**config.mk**
```make
export PLATFORM = sky130hd
export DESIGN_NAME = gcd_job_arbiter
export DESIGN_NICKNAME = d
export VERILOG_FILES = /design/src/rtl/gcd_job_arbiter.sv
export SDC_FILE = /design/constraint.sdc
export NUM_CORES = 1
export LEC_CHECK = 0
export ABC_AREA = 1
export BUFFER_PORTS_ARGS = -buffer_cell sky130_fd_sc_hd__buf_2
export CORE_MARGIN = 4
export CORE_UTILIZATION = 48
export DETAILED_ROUTE_END_ITERATION = 6
export GPL_ROUTABILITY_DRIVEN = 0
export GPL_TIMING_DRIVEN = 0
export PLACE_DENSITY = 0.79
export SKIP_CTS_REPAIR_TIMING = 1
export SLEW_MARGIN = 0
export SYNTH_ARGS = -nofsm -noshare
export SYNTH_HDL_FRONTEND = slang
export SYNTH_SLANG_ARGS = --single-unit
```
**constraint.sdc**
```tcl
create_clock -name clk -period 7 [get_ports clk]
set_clock_uncertainty 0.15 [all_clocks]
set_input_delay 1.4 -clock clk [delete_from_list [all_inputs] [get_ports clk]]
set_output_delay 1.4 -clock clk [all_outputs]
set_load 0.02 [all_outputs]
```
**src/rtl/gcd_job_arbiter.sv**
```systemverilog
// Round-robin front end sharing one GCD engine among NREQ requesters.
// Optional watchdog enabled by defining GCD_ARB_TIMEOUT_EN (adds parameter TMO).
module gcd_job_arbiter #(
  parameter int NREQ = 4,
  parameter int W    = 16,
  parameter int IDW  = $clog2(NREQ)
`ifdef GCD_ARB_TIMEOUT_EN
  ,
  parameter int TMO  = 1023
`endif
) (
  input  logic              clk,
  input  logic              rst_n,
  input  logic [NREQ-1:0]   req,
  input  logic [NREQ*W-1:0] req_a,
  input  logic [NREQ*W-1:0] req_b,
  output logic [NREQ-1:0]   gnt,
  output logic              resp_valid,
  output logic [IDW-1:0]    resp_id,
  output logic [W-1:0]      resp_data,
  output logic              resp_err,
  output logic              busy,
  output logic              eng_go,
  output logic [W-1:0]      eng_a,
  output logic [W-1:0]      eng_b,
  output logic              eng_abort,
  input  logic              eng_done,
  input  logic [W-1:0]      eng_result
);

  typedef enum logic [1:0] {IDLE, LAUNCH, WAIT, RESP} state_t;

  state_t          state_q, state_d;
  logic [IDW-1:0]  ptr_q, ptr_d;
  logic [NREQ-1:0] gnt_q, gnt_d;
  logic            resp_valid_q, resp_valid_d;
  logic [IDW-1:0]  resp_id_q, resp_id_d;
  logic [W-1:0]    resp_data_q, resp_data_d;
  logic            resp_err_q, resp_err_d;
  logic            busy_q, busy_d;
  logic            eng_go_q, eng_go_d;
  logic [W-1:0]    eng_a_q, eng_a_d;
  logic [W-1:0]    eng_b_q, eng_b_d;
  logic            eng_abort_q, eng_abort_d;

  logic            found;
  logic [IDW-1:0]  win;
  logic [IDW:0]    sum;
  logic [W-1:0]    a_arr [NREQ];
  logic [W-1:0]    b_arr [NREQ];
  logic            timeout;

  always_comb begin
    for (int i = 0; i < NREQ; i++) begin
      a_arr[i] = req_a[i*W +: W];
      b_arr[i] = req_b[i*W +: W];
    end
  end

  // Search starts just after the last winner and wraps modulo NREQ.
  always_comb begin
    found = 1'b0;
    win   = ptr_q;
    sum   = '0;
    for (int k = 1; k <= NREQ; k++) begin
      sum = {1'b0, ptr_q} + (IDW+1)'(k);
      if (sum >= (IDW+1)'(NREQ)) sum = sum - (IDW+1)'(NREQ);
      if (!found && req[sum[IDW-1:0]]) begin
        found = 1'b1;
        win   = sum[IDW-1:0];
      end
    end
  end

`ifdef GCD_ARB_TIMEOUT_EN
  localparam int CW = $clog2(TMO + 1);
  logic [CW-1:0] cnt_q, cnt_d;

  always_comb begin
    cnt_d = cnt_q;
    if (state_q == LAUNCH)    cnt_d = '0;
    else if (state_q == WAIT) cnt_d = cnt_q + CW'(1);
  end

  always_ff @(posedge clk or negedge rst_n) begin
    if (!rst_n) cnt_q <= '0;
    else        cnt_q <= cnt_d;
  end

  // A done pulse in the expiry cycle still wins over the abort.
  assign timeout = (state_q == WAIT) && (cnt_q == CW'(TMO - 1)) && !eng_done;
`else
  assign timeout = 1'b0;
`endif

  always_comb begin
    state_d      = state_q;
    ptr_d        = ptr_q;
    gnt_d        = '0;
    resp_valid_d = 1'b0;
    resp_id_d    = resp_id_q;
    resp_data_d  = resp_data_q;
    resp_err_d   = 1'b0;
    eng_go_d     = 1'b0;
    eng_a_d      = eng_a_q;
    eng_b_d      = eng_b_q;
    eng_abort_d  = 1'b0;
    case (state_q)
      IDLE: begin
        if (found) begin
          ptr_d     = win;
          gnt_d     = NREQ'(1) << win;
          eng_a_d   = a_arr[win];
          eng_b_d   = b_arr[win];
          resp_id_d = win;
          // gcd(x,0) = x, so zero-operand jobs never touch the engine.
          if ((a_arr[win] == '0) || (b_arr[win] == '0)) begin
            resp_data_d  = a_arr[win] | b_arr[win];
            resp_valid_d = 1'b1;
            state_d      = RESP;
          end else begin
            eng_go_d = 1'b1;
            state_d  = LAUNCH;
          end
        end
      end
      LAUNCH: state_d = WAIT;
      WAIT: begin
        if (eng_done) begin
          resp_data_d  = eng_result;
          resp_valid_d = 1'b1;
          state_d      = RESP;
        end else if (timeout) begin
          resp_data_d  = '0;
          resp_err_d   = 1'b1;
          resp_valid_d = 1'b1;
          eng_abort_d  = 1'b1;
          state_d      = RESP;
        end
      end
      RESP:    state_d = IDLE;
      default: state_d = IDLE;
    endcase
    busy_d = (state_d != IDLE);
  end

  always_ff @(posedge clk or negedge rst_n) begin
    if (!rst_n) begin
      state_q      <= IDLE;
      ptr_q        <= IDW'(NREQ - 1);
      gnt_q        <= '0;
      resp_valid_q <= 1'b0;
      resp_id_q    <= '0;
      resp_data_q  <= '0;
      resp_err_q   <= 1'b0;
      busy_q       <= 1'b0;
      eng_go_q     <= 1'b0;
      eng_a_q      <= '0;
      eng_b_q      <= '0;
      eng_abort_q  <= 1'b0;
    end else begin
      state_q      <= state_d;
      ptr_q        <= ptr_d;
      gnt_q        <= gnt_d;
      resp_valid_q <= resp_valid_d;
      resp_id_q    <= resp_id_d;
      resp_data_q  <= resp_data_d;
      resp_err_q   <= resp_err_d;
      busy_q       <= busy_d;
      eng_go_q     <= eng_go_d;
      eng_a_q      <= eng_a_d;
      eng_b_q      <= eng_b_d;
      eng_abort_q  <= eng_abort_d;
    end
  end

  assign gnt        = gnt_q;
  assign resp_valid = resp_valid_q;
  assign resp_id    = resp_id_q;
  assign resp_data  = resp_data_q;
  assign resp_err   = resp_err_q;
  assign busy       = busy_q;
  assign eng_go     = eng_go_q;
  assign eng_a      = eng_a_q;
  assign eng_b      = eng_b_q;
  assign eng_abort  = eng_abort_q;

endmodule

```
* Word-level counts from Yosys, hierarchy flattened
Index checks and enable logic that the tools add are counted.
** Storage, ports and cells
- Bits in registers :: 61
- Input bits :: 151
- Logic and storage cells :: 93
** Operators by class
- Add/sub/neg operators :: 8
- $lt $le $gt $ge :: 9
- Eq/ne operators :: 6
- Shift operators :: 1
- Multiplexer cells :: 43
- Bitwise logic cells :: 2
- Reduce and logical (&&, ||, !) cells :: 14
** Operator list (count)
- 16-bit 2-to-1 mux :: 7
- 16-bit binary-select mux with 2-bit select :: 2
- 16-bit logical NOT :: 2
- 16-bit one-hot mux with 2 select lines :: 1
- 2-bit 2-to-1 mux :: 11
- 16-bit OR :: 1
- 3-bit greater-or-equal comparator, second input constant :: 5
- 1-bit 2-to-1 mux :: 14
- 2-bit by 3-bit < comparator with 1-bit output, second input constant :: 4
- 1-bit binary-select mux with 2-bit select :: 4
- 4-bit 2-to-1 mux :: 2
- 2-bit one-hot mux with 4 select lines :: 1
- 2-bit by 1-bit subtractor with 2-bit output, second input constant :: 4
- 2-bit by 2-bit adder with 3-bit output, second input constant :: 2
- 2-bit != test, second input constant :: 3
- 2-bit == test, second input constant :: 2
- 4-bit AND reduction :: 1
- 2-bit nonzero test :: 2
- 1-bit by 2-bit left shift with 4-bit output, first input constant :: 1
- 2-bit by 1-bit adder with 3-bit output, second input constant :: 1
- 2-bit by 3-bit adder with 3-bit output, second input constant :: 1
- 1-bit logical AND :: 3
- 1-bit logical NOT :: 3
- 2-bit inverter with 3-bit output :: 1
- other kinds (5) :: 5

* Logic depth before layout (Yosys ltp)
Gate-level depths: netlist (run 1).
- Depth in word-level cells :: 25
- Depth in mapped cells :: 23

* Worst setup path before layout (run 1)
OpenSTA, ideal clock, no wires.
- Path kind :: input to register
- Start :: input port req[0]
- End :: register resp_data_q[10], in the netlist resp_data[10]
- Data arrival time :: 3115 ps
- Required time :: 6731 ps
- Slack :: 3616 ps
- Stages :: 20
- Path buffers :: 2
- Path through :: nand2_1 > nand2_2 > nand2_2 > nand2_2 > inv_2 > nand2_2 > nand2_4 > buf_2 > nand3_1 > nand3_1 > nand2_1 > nor2_1 > nand2_1 > nor2_1 > nand2_1 > nand2_2 > nand2_4 > buf_6 > nand3_2 > nand2_1
** On the way
- Cells in the longest elaborated chain, start to end :: 20
** RTL lines
- start: declaration :: RTL line 14 : input logic [NREQ-1:0] req,
- 1-bit binary-select mux with 2-bit select :: RTL line 68 : if (!found && req[sum[IDW-1:0]]) begin
- 1-bit 2-to-1 mux (not written as such) :: RTL line 68
- 1-bit 2-to-1 mux :: RTL line 68
- 1-bit logical NOT :: RTL line 68
- 1-bit logical AND :: RTL line 68
- 1-bit 2-to-1 mux :: RTL line 68
- 1-bit logical NOT :: RTL line 68
- 1-bit logical AND :: RTL line 68
- [3 not listed]
- 2-bit 2-to-1 mux :: RTL line 68
- 2-bit inverter with 3-bit output (not written as such) :: RTL line 117, 118
- 16-bit binary-select mux with 2-bit select :: RTL line 117, 118
- 16-bit 2-to-1 mux (not written as such) (2 in a row) :: RTL line 117, 118
- 16-bit logical NOT / 16-bit OR (equally long branches) :: RTL line 117, 118
- 1-bit logical OR / 16-bit 2-to-1 mux (equally long branches) :: RTL line 117 : if ((a_arr[win] == '0) || (b_arr[win] == '0)) begin
- 2-bit != test (no source line) / 16-bit 2-to-1 mux (equally long branches)
- 4-bit AND reduction (no source line) / 16-bit one-hot mux with 2 select lines (equally long branches)
- end signal: assignment :: RTL line 167 : resp_data_q <= resp_data_d;
- end: declaration :: RTL line 38 : logic [W-1:0] resp_data_q, resp_data_d;
Several ways; a longest one is shown, not always the timed one. The select of a mux whose other input is x is not followed.
A chain may end at the register's enable or synchronous reset.

* Worst setup path in the final report (run 1)
- Start :: input port req[2]
- End :: register resp_data_q[14], in the netlist resp_data[14]
The elaborated chain is that of the path after synthesis.

==> impl_table.tex, run 1 <==
\begin{tabular}{lr}
\hline
Metric & Value \\
\hline
\multicolumn{2}{l}{\textbf{Global routing}} \\
\quad Global-route wire length before repair & 25.89 mm \\
\quad Maximum number of pins on one net before global-route repair & 62 \\
\quad Global-route congestion overflow total & 0 \\
\quad Number of global-route vias before repair & 5350 \\
\quad Number of antenna violations at the first check in global routing & 0 \\
\quad GRT Total Usage & 29.86\% \\
\multicolumn{2}{l}{\textbf{Setup path}} \\
\quad Worst Path Buf+Inv & 3 \\
\quad Slowest cell on crit path & sky130\_fd\_sc\_hd\_\_buf\_2 \\
\quad Maximum fanout encountered on the critical timing path & 10 \\
\quad Cell mode on critical path & sky130\_fd\_sc\_hd\_\_nand2\_1 \\
\quad Startpoint type of the worst setup path & input port \\
\quad Number of cell instances on the worst register-to-register path & 22 \\
\quad Data arrival time of the critical path & 3.78 ns \\
\quad Critical path launch point & req[2] \\
\quad Required arrival time at the worst endpoint & 7.09 ns \\
\quad Delay-heaviest family, CP & simple AND/OR/NAND/NOR gates \\
\quad Reg-to-reg critical path endpoint & resp\_data[14]\$\_DFFE\_PN0P\_ \\
\quad Critical-path cell list & buf\_2 > nand2\_1 > nand2\_1 > nand2\_2 > nand2\_2 > nor2\_2 > nand3\_1 > nand2\_2 > buf\_2 > nand2\_1 > nand2\_1 > nand2\_1 > nand2\_1 > nor2\_1 > nand2\_1 > nor2\_1 > nand2\_1 > nand3\_2 > buf\_6 > nand3\_1 > nand2\_1 \\
\quad Critical path start-end classification & in -> reg \\
\quad Total stage count of the critical path & 21 \\
\quad FF-to-FF setup slack & 3.73 ns \\
\quad CP Capture Type & flop \\
\quad End point of the critical path & resp\_data[14]\$\_DFFE\_PN0P\_ \\
\quad Highest cell delay on the worst timing path & 0.30 ns \\
\quad Startpoint of the lowest-slack register-to-register path & ptr\_q[0]\$\_DFFE\_PN1P\_ \\
\multicolumn{2}{l}{\textbf{Final layout}} \\
\quad Sequential Area & 1529 µm² \\
\quad Fill count & 834 \\
\quad Proportion of layout cells with a drive suffix above 1 & 30.78\% \\
\quad Post-Layout Inst Area & 5828 µm² \\
\quad Area delta synth->final & 32.33\% \\
\quad Number of nets in the final layout & 1060 \\
\quad Multi-input logic area & 2410 µm² \\
\quad Antenna diode instance count & 0 \\
\quad Post-layout utilization of the core & 66.18\% \\
\multicolumn{2}{l}{\textbf{Place}} \\
\quad Detail Placement HPWL & 13.04 mm \\
\quad Port bufs & 207 \\
\quad Placed Area & 5579 µm² \\
\quad Pre-CTS WS & 3.008 ns \\
\multicolumn{2}{l}{\textbf{Route}} \\
\quad Routed wire length per instance & 15.87 µm \\
\quad Via/cell ratio & 5.426 \\
\quad Final routed DRC violation total & 0 \\
\quad Drt pass-1 iters & 5 \\
\quad Number of antenna-violating nets in the routed design & 0 \\
\quad Overall via count from detail\_route & 5540 \\
\quad Final routed wirelength across all metal layers & 16.20 mm \\
\quad Number of DRC violations after detailed-routing iteration 0 & 343 \\
\multicolumn{2}{l}{\textbf{Floorplanning}} \\
\quad Row cnt & 34 \\
\quad Initial Util & 50.01\% \\
\quad Die W & 103.8 µm \\
\quad Area of the core & 8806 µm² \\
\quad Die Footprint & 10770 µm² \\
\quad Die height & 103.8 µm \\
\quad Top-Level Pins & 210 \\
\multicolumn{2}{l}{\textbf{Timing}} \\
\quad Setup TNS & 0 ns \\
\quad Portion of the clock cycle consumed by the worst path in the final layout & 52.62\% \\
\quad Final setup violation count & 0 \\
\quad Slew Limit Headroom & 48.38\% \\
\quad Slew Viols, Final & 0 \\
\quad Final worst-path setup slack & 3.316 ns \\
\quad Post-layout minimum cycle time & 3.684 ns \\
\quad Setup repair after global routing missed its margin & no \\
\quad Actual slew at the worst max-slew pin & 0.7743 ns \\
\quad Number of hold-slack violations in the final timing report & 0 \\
\quad Max Fclk & 271.5 MHz \\
\multicolumn{2}{l}{\textbf{Clocking}} \\
\quad Root Driver & sky130\_fd\_sc\_hd\_\_clkbuf\_8 \\
\quad CTS clk-pin slew, worst paths & 0.07 ns \\
\quad CTS Buf Count & 9 \\
\quad Clock latency on the worst-skew pair & 0.35 ns \\
\quad Buffer levels on the longest clock path & 2 \\
\quad Count of H-tree levels built during CTS & 3 \\
\quad TritonCTS clock tree & built \\
\quad Clock net sink count & 61 \\
\multicolumn{2}{l}{\textbf{Logic synthesis}} \\
\quad Gate count after technology mapping & 690 \\
\quad Sequential share of the synthesized area & 34.72\% \\
\quad Post-synthesis register bit count & 61 \\
\quad Count of different cell masters after synthesis & 25 \\
\quad Number of warnings printed during yosys synthesis & 0 \\
\quad Cell accounting for the most synthesized area & sky130\_fd\_sc\_hd\_\_dfrtp\_1 \\
\quad Post-Syn Area & 4404 µm² \\
\quad Average cell area after synthesis & 6.383 µm² \\
\quad Most area-consuming cells after synthesis & sky130\_fd\_sc\_hd\_\_dfrtp\_1 (34\%), sky130\_fd\_sc\_hd\_\_nand2\_1 (25\%), sky130\_fd\_sc\_hd\_\_nand3\_1 (9.2\%) \\
\quad Yosys top cell area share & 33.52\% \\
\multicolumn{2}{l}{\textbf{Worst hold path}} \\
\quad Worst hold-check path type & reg -> reg \\
\multicolumn{2}{l}{\textbf{Job}} \\
\quad Maxcap violations & 0 \\
\multicolumn{2}{l}{\textbf{Outcome}} \\
\quad Status & finished clean \\
\hline
\end{tabular}
metal layers:
layer / wire length (µm) / part of all wire, % / track usage, % / vias up
met5: 0 / 0 / 0 / -
met4: 463 / 2.9 / 12.16 / 0
met3: 1600 / 9.9 / 6.157 / 41
met2: 7807 / 48 / 50.33 / 336
met1: 6329 / 39 / 37.45 / 2539
li1: - / - / - / 2624
through the flow:
step | instances | hold slack, ns
4_1_cts | 1021 | 0.3469
5_1_grt | 1021 | 0.3701
3_5_place_dp | 1006 | 0.3288
6_report | 1021 | 0.3420
2_1_floorplan | 691 | 0.3353
3_3_place_gp | 1006 | 0.3266
registers in the layout, summed over array words and instances, names as in the netlist:
signal and cells:
busy 1, eng_a 16, eng_b 16, eng_go 1, gnt 4, ptr_q 2, resp_data 16, resp_id 2
resp_valid 1, state_q 2
cell usage after synthesis:
| cell | n |
|---|---|
| sky130_fd_sc_hd__nor2_2 | 1 |
| sky130_fd_sc_hd__a21oi_1 | 3 |
| sky130_fd_sc_hd__buf_6 | 9 |
| sky130_fd_sc_hd__inv_1 | 56 |
| sky130_fd_sc_hd__nand3b_1 | 15 |
| sky130_fd_sc_hd__nand2_4 | 2 |
| sky130_fd_sc_hd__nor2_1 | 59 |
| sky130_fd_sc_hd__nand3_1 | 81 |
| sky130_fd_sc_hd__a31oi_1 | 32 |
| sky130_fd_sc_hd__conb_1 | 1 |
| sky130_fd_sc_hd__inv_2 | 5 |
| sky130_fd_sc_hd__dfstp_2 | 2 |
| sky130_fd_sc_hd__buf_4 | 5 |
| sky130_fd_sc_hd__buf_2 | 12 |
| sky130_fd_sc_hd__nand3_2 | 11 |
| sky130_fd_sc_hd__nor3_1 | 1 |
| sky130_fd_sc_hd__o21ai_0 | 19 |
| sky130_fd_sc_hd__buf_1 | 1 |
| sky130_fd_sc_hd__nand4_1 | 2 |
| sky130_fd_sc_hd__nand2_1 | 292 |
| sky130_fd_sc_hd__nand2_2 | 10 |
| sky130_fd_sc_hd__clkbuf_1 | 10 |
| sky130_fd_sc_hd__nand2_8 | 1 |
| sky130_fd_sc_hd__dfrtp_1 | 59 |
| sky130_fd_sc_hd__nand3_4 | 1 |
worst min-delay path, cell delays in order, from the launching register on:
cell and delay, ns:
sky130_fd_sc_hd__dfrtp_1 0.35, sky130_fd_sc_hd__nand2_1 0.06, sky130_fd_sc_hd__nand2_1 0.05
cell usage in the layout, fill, tap and decap left out, drive strengths merged:
master  instances
nand2         305
buf           234
nand3          93
inv            61
nor2           60
dfrtp          59
a31oi          32
clkbuf         21
o21ai          19
nand3b         15
a21oi           3
bufinv          3
nand4           2
conb            2
dfstp           2
nor3            1
clkinv          1
how the worst min path moves through the flow:
stage,from,to,slack [ns],cells after the start
5_1_grt,resp_id[1]$_DFFE_PN0P_,resp_id[1]$_DFFE_PN0P_,0.37,2
2_1_floorplan,state_q[1]$_DFF_PN0_,busy$_DFF_PN0_,0.34,1
3_5_place_dp,resp_id[1]$_DFFE_PN0P_,resp_id[1]$_DFFE_PN0P_,0.33,2
6_report,resp_id[1]$_DFFE_PN0P_,resp_id[1]$_DFFE_PN0P_,0.34,2
4_1_cts,resp_id[1]$_DFFE_PN0P_,resp_id[1]$_DFFE_PN0P_,0.35,2
3_3_place_gp,resp_data[5]$_DFFE_PN0P_,resp_data[5]$_DFFE_PN0P_,0.33,2
layout make-up:
class / count / area share, %
multi-input combinational: 532 / 41.35
sequential: 61 / 26.23
timing repair buffer: 207 / 17.82
buffer: 37 / 4.122
inverter: 61 / 3.929
clock buffer: 11 / 2.598
tap: 108 / 2.319
clock inverter: 4 / 1.632
logic make-up (layout without fill, tap and decap cells):
logic type	count (synthesis)	count (layout)	synth area share, %
AO/OA/AOI/OAI	54	54	7.045
AND/OR/NAND/NOR	476	476	47.50
other	1	2	0.08515
flip-flops	61	61	34.72
buffers and inverters	98	320	10.65
Power of run 1 is left out: the tool's default activity adds up to more than one toggle a clock period on the data nets, which glitch-free logic cannot reach.
==> run 2: changes to the inputs <==
CORE_UTILIZATION = 47   (was 48)
PLACE_DENSITY = 0.78   (was 0.79)
clock period = 3.4 ns   (was 7 ns; I/O delays follow)
==> run 2 against run 1 <==
First-iteration DRC count up 20%. Critical endpoint is now resp_data[15]$_DFFE_PN0P_. Hold slack worse by 0.072 ns. Via count down 4.4%. Core utilization down 3.0 points. Die area up 2.0%. Cell area down 0.30%.
==> impl_table.tex, run 2 (same netlist as run 1, synthesis figures left out) <==
\begin{tabular}{lr}
\hline
Metric & Value \\
\hline
\multicolumn{2}{l}{\textbf{Final layout}} \\
\quad Antenna diode instance count & 0 (unchanged) \\
\quad Layout Cells excl Fill & 1025 (+0.39\%) \\
\quad Number of nets in the final layout & 1060 (unchanged) \\
\quad Proportion of layout cells with a drive suffix above 1 & 30.63\% (-0.14 points) \\
\quad Post-Layout Inst Area & 5811 µm² (-0.30\%) \\
\quad Commonest cells after routing, fill and taps aside & sky130\_fd\_sc\_hd\_\_nand2\_1 (292), sky130\_fd\_sc\_hd\_\_buf\_2 (214), sky130\_fd\_sc\_hd\_\_nand3\_1 (81), sky130\_fd\_sc\_hd\_\_nor2\_1 (59), sky130\_fd\_sc\_hd\_\_dfrtp\_1 (59) \\
\quad Most common library cell in the layout ignoring fill and taps & sky130\_fd\_sc\_hd\_\_nand2\_1 \\
\quad Area delta synth->final & 31.93\% \\
\multicolumn{2}{l}{\textbf{Clocking}} \\
\quad CTS clk-pin slew, worst paths & 0.07 ns (about the same) \\
\quad Root Driver & sky130\_fd\_sc\_hd\_\_clkbuf\_8 \\
\quad Clock latency on the worst-skew pair & 0.34 ns (about the same) \\
\quad Count of H-tree levels built during CTS & 3 (unchanged) \\
\quad TritonCTS clock tree & built \\
\quad Buffer levels on the longest clock path & 2 (unchanged) \\
\quad CTS Buf Count & 9 (unchanged) \\
\quad Clock net sink count & 61 (unchanged) \\
\multicolumn{2}{l}{\textbf{Timing}} \\
\quad Setup TNS & 0 ns (unchanged) \\
\quad Slew Limit Headroom & 48.30\% (-0.076 points) \\
\quad Slew Viols, Final & 0 (unchanged) \\
\quad Max Fclk & 317.1 MHz \\
\quad Portion of the clock cycle consumed by the worst path in the final layout & 92.74\% \\
\quad Final setup violation count & 0 (unchanged) \\
\quad Post-layout minimum cycle time & 3.153 ns \\
\quad Worst Hold Slack & 0.2699 ns (-0.07210 ns) \\
\quad Actual slew at the worst max-slew pin & 0.7755 ns (+0.001146 ns) \\
\quad Number of hold-slack violations in the final timing report & 0 (unchanged) \\
\multicolumn{2}{l}{\textbf{Setup path}} \\
\quad CP Capture Type & flop \\
\quad Worst Path Buf+Inv & 3 (unchanged) \\
\quad Cell mode on critical path & sky130\_fd\_sc\_hd\_\_nand2\_1 \\
\quad Critical-path cell list & buf\_4 > nand2\_1 > nand2\_1 > nand2\_1 > nand2\_2 > nand2\_2 > nand2\_2 > nand2\_4 > nand2\_8 > buf\_6 > nand2\_1 > nand3\_1 > nand2\_1 > nor2\_1 > nand2\_1 > nor2\_1 > nand2\_1 > nand2\_2 > nand2\_4 > buf\_6 > nand3\_2 > nand2\_1 \\
\quad Critical path start-end classification & reg -> reg \\
\quad Delay-heaviest family, CP & simple AND/OR/NAND/NOR gates \\
\quad Data arrival time of the critical path & 3.23 ns (-0.55 ns) \\
\quad Required arrival time at the worst endpoint & 3.48 ns (-3.61 ns) \\
\quad Startpoint of the lowest-slack register-to-register path & ptr\_q[0]\$\_DFFE\_PN1P\_ \\
\quad Maximum fanout encountered on the critical timing path & 10 (unchanged) \\
\quad Startpoint type of the worst setup path & flop \\
\quad Highest cell delay on the worst timing path & 0.56 ns (+0.26 ns) \\
\quad Slowest cell on crit path & sky130\_fd\_sc\_hd\_\_dfstp\_2 \\
\quad Critical path launch point & ptr\_q[0]\$\_DFFE\_PN1P\_ \\
\multicolumn{2}{l}{\textbf{Route}} \\
\quad Final routed DRC violation total & 0 (unchanged) \\
\quad Routed met3 length & 1.409 mm (-12\%) \\
\quad Uppermost signal routing layer after detailed routing & met4 \\
\quad Number of DRC violations after detailed-routing iteration 0 & 413 (+20\%) \\
\quad Via/cell ratio & 5.166 (-4.8\%) \\
\quad Metal2 WL & 7.545 mm (-3.4\%) \\
\quad Detailed-route wire length on metal 1 & 6.527 mm (+3.1\%) \\
\quad Drt pass-1 iters & 5 (unchanged) \\
\quad Routed wire length per instance & 15.60 µm (-1.7\%) \\
\quad Overall via count from detail\_route & 5295 (-4.4\%) \\
\quad Final routed wirelength across all metal layers & 15.99 mm (-1.3\%) \\
\quad Number of antenna-violating nets in the routed design & 0 (unchanged) \\
\multicolumn{2}{l}{\textbf{Global routing}} \\
\quad Number of global-route vias before repair & 4739 (-11\%) \\
\quad Global-route congestion overflow total & 0 (unchanged) \\
\quad Maximum number of pins on one net before global-route repair & 62 (unchanged) \\
\quad Number of antenna violations at the first check in global routing & 0 (unchanged) \\
\quad Global-route wire length before repair & 24.22 mm (-6.4\%) \\
\quad GRT Total Usage & 28.06\% (-1.8 points) \\
\multicolumn{2}{l}{\textbf{Place}} \\
\quad Detail Placement HPWL & 12.72 mm (-2.4\%) \\
\quad Total placed cells including tap cells & 1009 (+0.30\%) \\
\quad Placed Area & 5583 µm² (about the same) \\
\quad Port bufs & 207 (unchanged) \\
\multicolumn{2}{l}{\textbf{Floorplanning}} \\
\quad Top-Level Pins & 210 (unchanged) \\
\quad Die height & 104.8 µm (+0.97\%) \\
\quad Die W & 104.8 µm (+0.97\%) \\
\quad Initial Util & 47.89\% (-2.1 points) \\
\quad Area of the core & 9196 µm² (+4.4\%) \\
\quad Die Footprint & 10980 µm² (+2.0\%) \\
\quad Row cnt & 35 (+2.9\%) \\
\multicolumn{2}{l}{\textbf{Outcome}} \\
\quad Status & finished clean \\
\multicolumn{2}{l}{\textbf{Job}} \\
\quad Maxcap violations & 0 (unchanged) \\
\multicolumn{2}{l}{\textbf{Worst hold path}} \\
\quad Worst hold-check path type & in -> async \\
\hline
\end{tabular}
==> run 2: cell count changes in the layout (fill, tap and decap cells not counted), sizes merged <==
cell,before,now
clkinv,1,3
buf,234,233
bufinv,3,2
clkbuf,21,22
==> run 2: area by class of cell <==
| type | instances | area, µm² |
|---|---|---|
| plain buffers | 37 | 254.0 |
| clock buffers | 11 | 131.4 |
| clock inverters | 5 | 75.07 |
| fillers | 953 | 3386 |
| inverters | 61 | 229.0 |
| multi-input cells | 532 | 2415 |
| flip-flops and latches | 61 | 1529 |
| well taps | 111 | 138.9 |
| repair buffers | 207 | 1039 |
==> run 2: final timing paths <==
path | cells after the start | endpoint | slack [ns]
worst max-delay path | 22 | resp_data[15]$_DFFE_PN0P_ | 0.25
worst min-delay path | 1 | eng_a[10]$_DFFE_PN0P_ | 0.27
worst max register to register | 22 | resp_data[15]$_DFFE_PN0P_ | 0.25
worst min register to register | 2 | resp_id[0]$_DFFE_PN0P_ | 0.34
max in group asynchronous | 1 | eng_b[4]$_DFFE_PN0P_ | 2.32
min in group clk | 2 | resp_id[0]$_DFFE_PN0P_ | 0.34
==> run 2: worst register-to-register path, cell delays in order (launching register included) <==
cell and delay (ns):
sky130_fd_sc_hd__dfstp_2 0.56, sky130_fd_sc_hd__buf_4 0.18, sky130_fd_sc_hd__nand2_1 0.07, sky130_fd_sc_hd__nand2_1 0.13, sky130_fd_sc_hd__nand2_1 0.10, sky130_fd_sc_hd__nand2_2 0.11
sky130_fd_sc_hd__nand2_2 0.09, sky130_fd_sc_hd__nand2_2 0.08, sky130_fd_sc_hd__nand2_4 0.08, sky130_fd_sc_hd__nand2_8 0.12, sky130_fd_sc_hd__buf_6 0.17, sky130_fd_sc_hd__nand2_1 0.06
sky130_fd_sc_hd__nand3_1 0.12, sky130_fd_sc_hd__nand2_1 0.13, sky130_fd_sc_hd__nor2_1 0.13, sky130_fd_sc_hd__nand2_1 0.06, sky130_fd_sc_hd__nor2_1 0.09, sky130_fd_sc_hd__nand2_1 0.12
sky130_fd_sc_hd__nand2_2 0.12, sky130_fd_sc_hd__nand2_4 0.09, sky130_fd_sc_hd__buf_6 0.17, sky130_fd_sc_hd__nand3_2 0.07, sky130_fd_sc_hd__nand2_1 0.06
==> run 2: stage by stage <==
stage,setup WS [ns],utilization (%)
5_1_grt,-0.003616,63.18
4_1_cts,0.1727,62.95
3_3_place_gp,0.1254,60.71
2_1_floorplan,0.7219,-
3_5_place_dp,0.09506,60.71
6_report,0.2469,63.18
==> run 2: per-layer routing <==
metal | vias to the layer above | track usage, %
li1 | 2630 | -
met1 | 2386 | 35.87
met2 | 244 | 46.06
met3 | 35 | 5.930
met4 | 0 | 11.62
met5 | - | 0
Power of run 2 is left out for the same reason.
